==> src/rtl/uart_pkg.sv <==
// uart_pkg: shared types and helpers for the configurable UART receiver.
//   state_t    - receiver FSM states
//   parity_t   - parity mode encoding (PAR_NONE / PAR_EVEN / PAR_ODD; 3 also means none)
//   sample_pt  - tick index of the k-th (0..2) majority sample inside a bit
package uart_pkg;

    typedef enum logic [2:0] {
        ST_IDLE,
        ST_START,
        ST_DATA,
        ST_PARITY,
        ST_STOP,
        ST_BRK_WAIT
    } state_t;

    typedef logic [1:0] parity_t;

    localparam parity_t PAR_NONE = 2'd0;
    localparam parity_t PAR_EVEN = 2'd1;
    localparam parity_t PAR_ODD  = 2'd2;

    // Three samples straddle the bit centre: OVS/2-1, OVS/2, OVS/2+1.
    function automatic int sample_pt(input int ovs, input int k);
        return ovs / 2 - 1 + k;
    endfunction

endpackage

==> src/rtl/uart_rx_cfg_if.sv <==
// uart_rx_cfg_if: valid/ready output channel of the UART receiver.
//   m_data  - received word, right-justified
//   m_perr  - parity error for m_data
//   m_ferr  - framing error for m_data
//   m_valid - holding register full
//   m_ready - consumer accepts the word
// master = receiver side, slave = consumer side.
interface uart_rx_cfg_if #(
    parameter int DBIT = 8
) ();

    logic [DBIT-1:0] m_data;
    logic            m_perr;
    logic            m_ferr;
    logic            m_valid;
    logic            m_ready;

    modport master (output m_data, m_perr, m_ferr, m_valid, input m_ready);
    modport slave  (input m_data, m_perr, m_ferr, m_valid, output m_ready);

endinterface

==> src/rtl/uart_bit_sampler.sv <==
// uart_bit_sampler: rx synchroniser plus three-sample majority voter.
//   clk, rst   - clock, asynchronous active-high reset
//   rx         - asynchronous serial line (idles high)
//   s_tick     - oversample strobe
//   s          - current tick index within the bit
//   sync_rx    - synchronised line level
//   vote       - majority of the three centre samples
//   vote_valid - high on the tick that takes the third sample (vote usable then)
module uart_bit_sampler
    import uart_pkg::*;
#(
    parameter int OVS         = 16,
    parameter int SYNC_STAGES = 2
) (
    input  logic                   clk,
    input  logic                   rst,
    input  logic                   rx,
    input  logic                   s_tick,
    input  logic [$clog2(OVS)-1:0] s,
    output logic                   sync_rx,
    output logic                   vote,
    output logic                   vote_valid
);

    localparam int SW = $clog2(OVS);
    localparam logic [SW-1:0] P0 = SW'(sample_pt(OVS, 0));
    localparam logic [SW-1:0] P1 = SW'(sample_pt(OVS, 1));
    localparam logic [SW-1:0] P2 = SW'(sample_pt(OVS, 2));

    logic [SYNC_STAGES-1:0] sync_q;
    logic                   smp_a;
    logic                   smp_b;

    // NOTE: synchroniser flops reset to 1 so a reset line reads idle, not a start bit.
    always_ff @(posedge clk or posedge rst) begin
        if (rst) begin
            sync_q <= '1;
            smp_a  <= 1'b1;
            smp_b  <= 1'b1;
        end else begin
            sync_q <= {sync_q[SYNC_STAGES-2:0], rx};
            if (s_tick && s == P0) smp_a <= sync_rx;
            if (s_tick && s == P1) smp_b <= sync_rx;
        end
    end

    assign sync_rx = sync_q[SYNC_STAGES-1];

    // Third sample is taken live so the vote is ready on the decision tick itself.
    assign vote       = (smp_a & smp_b) | (smp_a & sync_rx) | (smp_b & sync_rx);
    assign vote_valid = s_tick && (s == P2);

endmodule

==> src/rtl/uart_rx_cfg.sv <==
// uart_rx_cfg: runtime-configurable oversampling UART receiver.
//   clk, rst    - clock, asynchronous active-high reset
//   rx          - serial line (idles high)
//   s_tick      - oversample strobe, OVS per bit
//   cfg_dbits   - data bits (5..DBIT, else DBIT), latched at start edge
//   cfg_parity  - 0/3 none, 1 even, 2 odd, latched at start edge
//   cfg_stop2   - two stop bits when 1, latched at start edge
//   m_if        - valid/ready output holding register (master side)
//   overrun     - pulse: a completed frame was dropped
//   break_det   - pulse: break detected
//   busy        - FSM not idle
module uart_rx_cfg
    import uart_pkg::*;
#(
    parameter int DBIT        = 8,
    parameter int OVS         = 16,
    parameter int SYNC_STAGES = 2
) (
    input  logic        clk,
    input  logic        rst,
    input  logic        rx,
    input  logic        s_tick,
    input  logic [3:0]  cfg_dbits,
    input  logic [1:0]  cfg_parity,
    input  logic        cfg_stop2,
    uart_rx_cfg_if.master m_if,
    output logic        overrun,
    output logic        break_det,
    output logic        busy
);

    localparam int SW = $clog2(OVS);
    localparam int NW = $clog2(DBIT + 1);
    localparam logic [SW-1:0] S_LAST = SW'(OVS - 1);

    logic            sync_rx;
    logic            vote;
    logic            vote_valid;
    logic            bit_end;
    logic [3:0]      dbits_eff;

    state_t          state;
    logic [SW-1:0]   s;
    logic [NW-1:0]   n;
    logic [NW-1:0]   n_last;
    parity_t         par_q;
    logic            stop2_q;
    logic            stop_idx;
    logic [DBIT-1:0] shreg;
    logic            perr_q;
    logic            ferr_q;
    logic            all_zero;

    uart_bit_sampler #(
        .OVS         (OVS),
        .SYNC_STAGES (SYNC_STAGES)
    ) u_sampler (
        .clk        (clk),
        .rst        (rst),
        .rx         (rx),
        .s_tick     (s_tick),
        .s          (s),
        .sync_rx    (sync_rx),
        .vote       (vote),
        .vote_valid (vote_valid)
    );

    assign bit_end = s_tick && (s == S_LAST);

    always_comb begin
        dbits_eff = cfg_dbits;
        if (cfg_dbits < 4'd5 || cfg_dbits > 4'(DBIT)) dbits_eff = 4'(DBIT);
    end

    // NOTE: all state uses non-blocking assignments; pulses are defaulted low first
    // and later assignments in the same pass override the default.
    always_ff @(posedge clk or posedge rst) begin
        if (rst) begin
            state       <= ST_IDLE;
            s           <= '0;
            n           <= '0;
            n_last      <= '0;
            par_q       <= PAR_NONE;
            stop2_q     <= 1'b0;
            stop_idx    <= 1'b0;
            shreg       <= '0;
            perr_q      <= 1'b0;
            ferr_q      <= 1'b0;
            all_zero    <= 1'b0;
            m_if.m_data <= '0;
            m_if.m_perr <= 1'b0;
            m_if.m_ferr <= 1'b0;
            m_if.m_valid <= 1'b0;
            overrun     <= 1'b0;
            break_det   <= 1'b0;
            busy        <= 1'b0;
        end else begin
            overrun   <= 1'b0;
            break_det <= 1'b0;
            if (m_if.m_valid && m_if.m_ready) m_if.m_valid <= 1'b0;

            if (state != ST_IDLE && s_tick) s <= (s == S_LAST) ? '0 : s + 1'b1;

            case (state)
                ST_IDLE: begin
                    if (!sync_rx) begin
                        state    <= ST_START;
                        busy     <= 1'b1;
                        s        <= '0;
                        n_last   <= NW'(dbits_eff - 4'd1);
                        par_q    <= (cfg_parity == PAR_EVEN || cfg_parity == PAR_ODD) ? cfg_parity : PAR_NONE;
                        stop2_q  <= cfg_stop2;
                        stop_idx <= 1'b0;
                        shreg    <= '0;
                        perr_q   <= 1'b0;
                        ferr_q   <= 1'b0;
                        all_zero <= 1'b1;
                    end
                end
                ST_START: begin
                    if (vote_valid && vote) begin
                        state <= ST_IDLE;   // false start: glitch shorter than half a bit
                        busy  <= 1'b0;
                    end else if (bit_end) begin
                        state <= ST_DATA;
                        n     <= '0;
                    end
                end
                ST_DATA: begin
                    if (vote_valid) begin
                        shreg    <= shreg | (DBIT'(vote) << n);
                        all_zero <= all_zero & ~vote;
                    end
                    if (bit_end) begin
                        if (n == n_last) state <= (par_q == PAR_NONE) ? ST_STOP : ST_PARITY;
                        else             n     <= n + 1'b1;
                    end
                end
                ST_PARITY: begin
                    if (vote_valid) begin
                        perr_q   <= (par_q == PAR_ODD) ? ~(^shreg ^ vote) : (^shreg ^ vote);
                        all_zero <= all_zero & ~vote;
                    end
                    if (bit_end) state <= ST_STOP;
                end
                ST_STOP: begin
                    if (vote_valid) begin
                        if (!stop_idx && all_zero && !vote) begin
                            break_det <= 1'b1;
                            state     <= ST_BRK_WAIT;
                        end else if (stop_idx == stop2_q) begin
                            // Final stop decided at its centre; return early to catch the next edge.
                            state <= ST_IDLE;
                            busy  <= 1'b0;
                            if (!m_if.m_valid || m_if.m_ready) begin
                                m_if.m_data  <= shreg;
                                m_if.m_perr  <= perr_q;
                                m_if.m_ferr  <= ferr_q | ~vote;
                                m_if.m_valid <= 1'b1;
                            end else begin
                                overrun <= 1'b1;
                            end
                        end else begin
                            ferr_q <= ferr_q | ~vote;
                        end
                    end
                    if (bit_end) stop_idx <= 1'b1;
                end
                ST_BRK_WAIT: begin
                    if (sync_rx) begin
                        state <= ST_IDLE;
                        busy  <= 1'b0;
                    end
                end
                default: begin
                    state <= ST_IDLE;
                    busy  <= 1'b0;
                end
            endcase
        end
    end

endmodule

==> src/flat_wrapper.sv <==
// flat-port wrapper written by rule: the top's interface ports become plain ports
module uart_rx_cfg_flat import uart_pkg::*;
#(
    parameter int DBIT        = 8,
    parameter int OVS         = 16,
    parameter int SYNC_STAGES = 2
)
  (clk, rst, rx, s_tick, cfg_dbits, cfg_parity, cfg_stop2, overrun, break_det, busy, m_if_m_data, m_if_m_perr, m_if_m_ferr, m_if_m_valid, m_if_m_ready);
  uart_rx_cfg_if #(.DBIT(DBIT)) m_if_i ();
  input  logic clk;
  input  logic rst;
  input  logic rx;
  input  logic s_tick;
  input  logic [3:0] cfg_dbits;
  input  logic [1:0] cfg_parity;
  input  logic cfg_stop2;
  output logic overrun;
  output logic break_det;
  output logic busy;
  output wire logic [$bits(m_if_i.m_data)-1:0] m_if_m_data;
  output wire logic [$bits(m_if_i.m_perr)-1:0] m_if_m_perr;
  output wire logic [$bits(m_if_i.m_ferr)-1:0] m_if_m_ferr;
  output wire logic [$bits(m_if_i.m_valid)-1:0] m_if_m_valid;
  input wire logic [$bits(m_if_i.m_ready)-1:0] m_if_m_ready;
  assign m_if_m_data = m_if_i.m_data;
  assign m_if_m_perr = m_if_i.m_perr;
  assign m_if_m_ferr = m_if_i.m_ferr;
  assign m_if_m_valid = m_if_i.m_valid;
  assign m_if_i.m_ready = m_if_m_ready;
  uart_rx_cfg #(.DBIT(DBIT), .OVS(OVS), .SYNC_STAGES(SYNC_STAGES)) u_core (.clk(clk), .rst(rst), .rx(rx), .s_tick(s_tick), .cfg_dbits(cfg_dbits), .cfg_parity(cfg_parity), .cfg_stop2(cfg_stop2), .m_if(m_if_i), .overrun(overrun), .break_det(break_det), .busy(busy));
endmodule
==> config.mk <==
export PLATFORM = sky130hd
export DESIGN_NAME = uart_rx_cfg_flat
export DESIGN_NICKNAME = d
export VERILOG_FILES = /design/src/rtl/uart_pkg.sv /design/src/rtl/uart_rx_cfg_if.sv /design/src/rtl/uart_bit_sampler.sv /design/src/rtl/uart_rx_cfg.sv /design/src/flat_wrapper.sv
export SDC_FILE = /design/constraint.sdc
export NUM_CORES = 1
export LEC_CHECK = 0
export BUFFER_PORTS_ARGS = -buffer_cell sky130_fd_sc_hd__buf_4
export CORE_ASPECT_RATIO = 1.1
export CORE_MARGIN = 2
export CORE_UTILIZATION = 30
export CTS_BUF_LIST = sky130_fd_sc_hd__clkbuf_16
export CTS_CLUSTER_SIZE = 10
export DETAILED_ROUTE_END_ITERATION = 7
export GPL_ROUTABILITY_DRIVEN = 1
export SLEW_MARGIN = 20
export SYNTH_ARGS = -nofsm -noshare
export SYNTH_HDL_FRONTEND = slang
export SYNTH_SLANG_ARGS = --single-unit
==> constraint.sdc <==
create_clock -name clk -period 2.85 [get_ports clk]
set_input_delay 0.57 -clock clk [delete_from_list [all_inputs] [get_ports clk]]
set_output_delay 0.57 -clock clk [all_outputs]
set_load 0.02 [all_outputs]
==> results_dict.tcl, run 1 <==
set metrics [dict create \
    synth_edf_count 0 \
    cts_resized 0 \
    io_pins 26 \
    fin_skew_ps 5.86 \
    wl_um 5080 \
    place_area_mm2 0.00281 \
    fin_crit_sh 0.799 \
    power.density_mw_per_mm2 732 \
    dr.first_iter.drc_count 122 \
    reg2reg_slack_ps 570 \
    synth_common_cells "44 x dfrtp_1, 23 x nand2_1, 19 x nor2_1" \
    path_class "flop to flop" \
    grt_pass1_vias 1738 \
    final_area_mm2 0.00295 \
    yosysSeqAreaShare 0.481 \
    drt-wirelength-per-cell_um 13.3 \
    clock_latency_ps 280 \
    slew_viol_final 0 \
    drcViolationCount 0 \
    place_hpwl_um 3650 \
    ir_worst_vdd_uv 267 \
    numCtsBuffers 5 \
    worstPathArrival_ps 2440 \
    regToRegEndpoint "u_core.m_if.m_data[1]" \
    synth_ff_type "dfrtp_1" \
    crit_family "flip-flops" \
    cp_num_buf_inv 1 \
    vias_per_cell 4.89 \
    synth_most_common_cell "dfrtp_1" \
    cts_tree "built" \
    whs_ps 248 \
    yosysTopAreaCell "dfrtp_1" \
    antenna_found_initial 0 \
    clock_path_buffers 2 \
    worstReg2RegStart "u_core.u_sampler.sync_q[1]" \
    die_h_um 99.9 \
    place_congestion 0.833 \
    holdBufCountCts 0 \
    power_leakage_uw 0.00132 \
    fin_nets 287 \
    post-cts-setup-buffers 0 \
    ys_types 50 \
    root_buffer "clkbuf_16" \
    die-area_mm2 0.00911 \
    syn_inst 248 \
    critPathMaxStageDelay_ps 670 \
    worstSetupStartpoint "u_core.u_sampler.sync_q[1]" \
    core-area_mm2 0.00823 \
    grt_first_pass_wirelength_um 8400 \
    finalSetupViolCount 0 \
    async_flop_share 1.00 \
    std_cell_rows 35 \
    vias 1863 \
    gr-total-overflow 0 \
    end_kind "flop" \
    worst_slew_pin_slew_ps 640 \
    start_util 0.305 \
    outcome "finished, final reports clean" \
    drtAntennaViolNets 0 \
    worst_ep_required_time_ps 3010 \
    crit_fanout 13 \
    rsz0062_at_grt "no" \
    drt_first_pass_iters 4 \
    relSlewSlack 0.572 \
    cts.sinks 48 \
    synthTopCellsByArea "dfrtp_1 44%, mux2_2 4.9%, dfstp_2 4.2%, xnor2_1 3.8%, nand2_1 3.4%" \
    fillCellCount 856 \
    max_clock_freq_ghz 0.439 \
    syn-num-nets 265 \
    dp_cells 374 \
    path_cells "maj3_2 > nand2b_4 > a21oi_1 > nor3b_1 > buf_4 > mux2_2" \
    setup-tns-final_ps 0 \
    ys_warn_count 0 \
    start_kind "flop" \
    hold_viol 0 \
    cap_violations 0 \
    critPathSlowestCell "dfstp_2" \
    synth.top_cell.area_share 0.439 \
    ys_seq_elements 48 \
    area_delta_synth_final_pct 17.5 \
    port_buffers 25 \
    insertedDiodeCount 0 \
    ctsHtreeMaxLevel 2 \
    drive_gt1_frac 0.222 \
    grt_max_degree 34 \
    fp.dieW_um 91.2 \
    final_cells 381 \
    track_usage 0.114 \
    path_clk_slew_ps 70 \
    reg2reg_depth 6 \
    fin_crit_ps 2280 \
    synth_area_per_cell_um2 10.1 \
    hold_path_class "input port to asynchronous set/reset pin" \
    syn_area_mm2 0.00251 \
]
==> state kept, by name (all words and copies together) (netlist names), 2 cells and up <==
signal / count
u_core.u_sampler.sync_q: 2
u_core.m_if.m_data: 8
u_core.s: 4
u_core.n: 4
u_core.par_q: 2
u_core.state: 3
u_core.shreg: 8
u_core.n_last: 4
==> area by class of cell <==
| class | instances | area [µm²] | area share |
|---|---|---|---|
| multi-input combinational | 177 | 1220 | 0.412 |
| sequential | 48 | 1210 | 0.409 |
| timing repair buffer | 29 | 218 | 0.0738 |
| tap | 111 | 139 | 0.0471 |
| clock buffer | 5 | 125 | 0.0424 |
| inverter | 9 | 33.8 | 0.0115 |
| clock inverter | 2 | 12.5 | 0.00424 |
==> logic make-up (layout without fill, tap and decap cells) <==
group                      count (synthesis)  in the layout  synth area share
DFF                                       48             48             0.481
muxes                                     15             15            0.0673
AOI/OAI and AO/OA                         54             54             0.150
adders and majority gates                  6              6            0.0294
and+or+nand+nor                           87             87             0.183
xor gates and xnor gates                  15             15            0.0523
buffers and inverters                     23             45            0.0374
==> worst max path at each step <==
stage / end / cells after the start
floorplan: u_core.state[1] / 7
global placement: u_core.m_if.m_data[2] / 6
detailed placement: u_core.n[1] / 5
CTS: u_core.m_if.m_data[1] / 6
global route: u_core.n[0] / 7
finish: u_core.m_if.m_data[1] / 6
==> metal layers <==
layer | up-vias | part of all wire | GRT usage | routed length [µm]
met5 | - | 0 | 0 | 0
met4 | 0 | 0.017 | 0.0455 | 85
met3 | 6 | 0.036 | 0.0225 | 182
met2 | 40 | 0.47 | 0.188 | 2400
met1 | 881 | 0.47 | 0.148 | 2410
li1 | 936 | - | - | -
==> placed cells by master (no fill, tap or decap), drive strengths merged, types with 3 or more instances in the layout <==
master  count
a21oi       8
a31oi       4
a32o        3
buf        29
clkbuf      5
dfrtp      44
dfstp       4
ha          5
inv         9
mux2       12
mux2i       3
nand2      23
nand2b      3
nand3      11
nand4       3
nor2       19
nor2b       3
nor3        6
nor3b       3
o21a        5
o21ai      17
o31ai       3
xnor2      11
xor2        4
==> power breakdown <==
group | switching (µW) | internal [µW] | leakage, µW
combinational | 360 | 315 | 0.000625
clock | 243 | 319 | 0.0000657
sequential | 142 | 781 | 0.000625
==> through the flow <==
step	setup slack, ps	power (µW)	util
6_report	573	2160	0.358
5_1_grt	312	2310	0.358
4_1_cts	557	2190	0.358
3_5_place_dp	546	1620	0.342
3_3_place_gp	572	1610	0.342
2_1_floorplan	697	1450	-
(Power assumes the default switching activity.)
==> inputs of run 2 (changes only) <==
clock period = 1.9 ns   (was 2.85 ns; I/O delays follow)
==> results_dict.tcl, run 2 (synthesis gave the netlist of run 1 again) <==
set metrics [dict create \
    outcome "complete, but fails checks" \
    violations "negative setup slack" \
    core-area_mm2 0.00823 \
    antenna_found_initial 0 \
    gr-total-overflow 0 \
    clock_latency_ps 290 \
    grt_max_degree 49 \
    worst_ep_required_time_ps 2110 \
    ctsHtreeMaxLevel 2 \
    cap_violations 0 \
    area_delta_synth_final_pct 42.3 \
    place_congestion 0.869 \
    hold_path_class "input port to asynchronous set/reset pin" \
    die-area_mm2 0.00911 \
    worst_slew_pin_slew_ps 889 \
    fp.dieW_um 91.2 \
    drt-wirelength-per-cell_um 13.7 \
    clock_path_buffers 2 \
    numCtsBuffers 5 \
    fin_crit_ps 1940 \
    drt_first_pass_iters 4 \
    drcViolationCount 0 \
    cts.sinks 48 \
    final_cells 434 \
    path_clk_slew_ps 70 \
    rsz0062_at_grt "yes" \
    vias 2112 \
    root_buffer "clkbuf_16" \
    slew_viol_final 0 \
    regToRegEndpoint "u_core.state[0]" \
    start_kind "flop" \
    cts_tree "built" \
    place_hpwl_um 4130 \
    grt_first_pass_wirelength_um 9690 \
    max_clock_freq_ghz 0.516 \
    io_pins 26 \
    power_uw 3980 \
    worstReg2RegStart "u_core.u_sampler.sync_q[1]" \
    power_leakage_uw 0.00163 \
    holdBufCountCts 0 \
    relSlewSlack 0.401 \
    mostFrequentLayoutCell "buf_4" \
    power.density_mw_per_mm2 1110 \
    fin_crit_sh 1.02 \
    finalSetupViolCount 4 \
    vias_per_cell 4.87 \
    track_usage 0.132 \
    path_class "flop to flop" \
    reg.largest.list "u_core.m_if.m_data x8, u_core.shreg x8" \
    crit_fanout 5 \
    final_cell_mix "75 x buf_4, 43 x dfrtp_1, 22 x nand2_1" \
    dp_cells 417 \
    ir_worst_vdd_uv 533 \
    grt_pass1_vias 2066 \
    wl_um 5930 \
    drive_gt1_frac 0.399 \
    die_h_um 99.9 \
    fin_nets 339 \
    end_kind "flop" \
    start_util 0.305 \
    insertedDiodeCount 0 \
    fin_skew_ps 6.57 \
    drtAntennaViolNets 0 \
    port_buffers 25 \
    fin_ws_ps -38.7 \
    reg2reg_slack_ps -40 \
    fillCellCount 826 \
    std_cell_rows 35 \
    worstPathArrival_ps 2150 \
    hold_viol 0 \
    reg2reg_depth 6 \
    dr.first_iter.drc_count 91 \
]
## run 2: changes by cell type in the layout (fill, tap and decap cells not counted), moves of 3 or more
cell and change:
buf_6 +5, o21ai_1 +4, mux2_2 -9, mux2_4 +9, nor3b_1 -3, o21ai_0 -4
buf_4 +46
## run 2: stage by stage
step	TNS (ps)	hold slack (ps)	utilization	area, µm²	setup slack (ps)
2_1_floorplan	-813	345	-	2530	-123
3_3_place_gp	-548	346	0.385	3170	-88.5
3_5_place_dp	-1240	347	0.385	3170	-106
4_1_cts	-269	131	0.421	3470	-40.7
5_1_grt	-1140	142	0.434	3570	-97.2
6_report	-88.7	118	0.434	3570	-38.7
## run 2: repair_timing
action                                  CTS  global route
endpoints found under the setup margin   16            21
endpoints found under the hold margin     0             0
cloned                                    1             0
setup buffers                             5             3
pin swaps                                12             5
resized for setup                        20            20
## run 2: area by class of cell
class                           instances  area, µm²  area share
Clock buffer                            5        125      0.0350
Tap cell                              111        139      0.0389
Multi-Input combinational cell        177       1380       0.386
Sequential cell                        48       1210       0.338
Inverter                                9       33.8     0.00946
Timing Repair Buffer                   81        639       0.179
Clock inverter                          3       46.3      0.0130
## run 2: critical path: stages, from the launching register on
cell       delay (ps)
dfstp_2           390
maj3_2            330
nand2b_4          180
a31o_4            250
a2111oi_4         340
buf_4             190
mux2i_1           190
## run 2: how the worst max path moves through the flow
stage,endpoint,start,depth (start not counted)
floorplan,u_core.state[1],u_core.s[1],8
global placement,u_core.shreg[2],u_core.state[2],5
detailed placement,u_core.state[1],u_core.s[1],7
CTS,u_core.state[0],u_core.u_sampler.sync_q[1],6
global route,u_core.state[0],u_core.s[1],8
finish,u_core.state[0],u_core.u_sampler.sync_q[1],6
## run 2: power breakdown
part	internal (µW)	switching, µW
registers	1170	134
logic	845	805
clock network	626	392
total	2650	1330
## run 2: per-layer routing
| metal | part of all wire | wire, µm | track usage |
|---|---|---|---|
| met1 | 0.46 | 2750 | 0.165 |
| met3 | 0.029 | 175 | 0.0210 |
| met5 | 0 | 0 | 0 |
| met2 | 0.50 | 2940 | 0.232 |
| met4 | 0.012 | 70 | 0.0501 |
==> inputs of run 3 (changes only) <==
CORE_ASPECT_RATIO = 0.6   (was 1.1)
==> results_dict.tcl, run 3 (synthesis gave the netlist of run 1 again) <==
set metrics [dict create \
    violations "negative setup slack" \
    vias 2121 \
    worst_ep_required_time_ps 2070 \
    die_h_um 74.9 \
    critPathMaxStageDelay_ps 420 \
    fin_crit_ps 1920 \
    insertedDiodeCount 0 \
    antenna_found_initial 0 \
    cap_violations 0 \
    end_kind "flop" \
    grtUsageMet2 0.212 \
    die-area_mm2 0.00914 \
    worst_slew_pin_slew_ps 880 \
    grtUsageMet1 0.249 \
    drtAntennaViolNets 0 \
    path_cells "ha_4 > and4b_2 > buf_4 > a2111oi_4 > buf_4 > a41oi_1 > o21ai_1 > o31ai_2" \
    mostFrequentLayoutCell "buf_4" \
    root_buffer "clkbuf_16" \
    start_util 0.313 \
    fin_skew_ps 6.17 \
    area_delta_synth_final_pct 41.2 \
    drt_first_pass_iters 4 \
    hold_viol 0 \
    track_usage 0.157 \
    worstPathArrival_ps 2080 \
    outcome "complete, but fails checks" \
    finalSetupViolCount 6 \
    dp_cells 411 \
    critPathSlowestCell "dfrtp_1" \
    max_clock_freq_ghz 0.521 \
    grt_max_degree 23 \
    ctsHtreeMaxLevel 2 \
    place_area_mm2 0.00314 \
    start_kind "flop" \
    wl_um 6630 \
    drt-wirelength-per-cell_um 15.4 \
    dr.first_iter.drc_count 114 \
    std_cell_rows 25 \
    port_buffers 25 \
    power_uw 3920 \
    place_hpwl_um 4720 \
    path_class "flop to flop" \
    multi_input_area_mm2 0.00138 \
    slew_viol_final 0 \
    drive_gt1_frac 0.401 \
    crit_top_cell "buf_4" \
    clock_latency_ps 290 \
    final_cell_mix "75 x buf_4, 43 x dfrtp_1, 22 x nand2_1" \
    cts.sinks 48 \
    core-area_mm2 0.00801 \
    grt_first_pass_wirelength_um 10800 \
    power_leakage_uw 0.00163 \
    numCtsBuffers 5 \
    vias_per_cell 4.93 \
    fillCellCount 775 \
    top_usage_layer "met1" \
    grt_pass1_vias 2031 \
    place_congestion 0.837 \
    reg.largest.list "u_core.m_if.m_data x8, u_core.shreg x8" \
    final_area_mm2 0.00354 \
    drcViolationCount 0 \
    power.density_mw_per_mm2 1110 \
    holdBufCountCts 0 \
    io_pins 26 \
    fin_crit_sh 1.01 \
    fin_ws_ps -19.1 \
    crit_fanout 4 \
    fp.dieW_um 122 \
    seq_area_mm2 0.00121 \
    preCtsSetupSlack_ps -115 \
    ir_worst_vdd_uv 443 \
    relSlewSlack 0.407 \
    rsz0062_at_grt "yes" \
    final_cells 430 \
    fin_nets 338 \
    path_clk_slew_ps 70 \
    clock_path_buffers 2 \
    cts_tree "built" \
    hold_path_class "input port to asynchronous set/reset pin" \
    met3_usage 0.0417 \
    gr-total-overflow 0 \
]
run 3: what timing repair did:
item / in CTS / in global routing
setup buffers: 8 / 2
gates cloned: 1 / 0
setup endpoints to repair: 21 / 19
gates resized for setup: 30 / 12
pin swaps: 8 / 7
run 3: worst max-delay path: cells and delay by family, from the launching register on:
kind / cells / cell delay, ps
compound gates: 4 / 640
buf+inv: 2 / 340
fa+ha+maj: 1 / 180
flops: 1 / 420
simple gates: 1 / 230
run 3: power by group:
part	internal, µW	switching (µW)	leakage (µW)
sequential	1170	126	0.000623
clock	613	391	0.0000789
combinational	788	829	0.000927
total	2580	1350	0.00163
run 3: through the flow:
stage | TNS [ps] | hold slack (ps) | util
3_3_place_gp | -589 | 351 | 0.392
4_1_cts | -188 | 113 | 0.435
6_report | -62.8 | 98.3 | 0.443
5_1_grt | -1010 | 133 | 0.443
3_5_place_dp | -841 | 349 | 0.392
2_1_floorplan | -813 | 345 | -
run 3: cell type report:
class                      count  area share
tap                          108      0.0381
clock buffer                   5      0.0353
multi-input combinational    177       0.388
sequential                    48       0.341
inverter                       9     0.00953
clock inverter                 3      0.0106
timing repair buffer          80       0.177
run 3: worst paths after layout:
path	startpoint	to	slack, ps	cells after the start
max	u_core.s[0]	u_core.n[3]	-20	8
min	rst	u_core.perr_q	100	2
max reg2reg	u_core.s[0]	u_core.n[3]	-20	8
min reg2reg	u_core.u_sampler.sync_q[0]	u_core.u_sampler.sync_q[1]	360	0
max in group asynchronous	rst	u_core.m_if.m_valid	1310	3
min in group clk	rx	u_core.u_sampler.sync_q[0]	200	1
run 3: layer usage:
layer / wire length, µm / vias up
met1: 3620 / 1025
met2: 2580 / 59
li1: - / 1033
met5: 0 / -
met3: 400 / 4
met4: 28 / 0
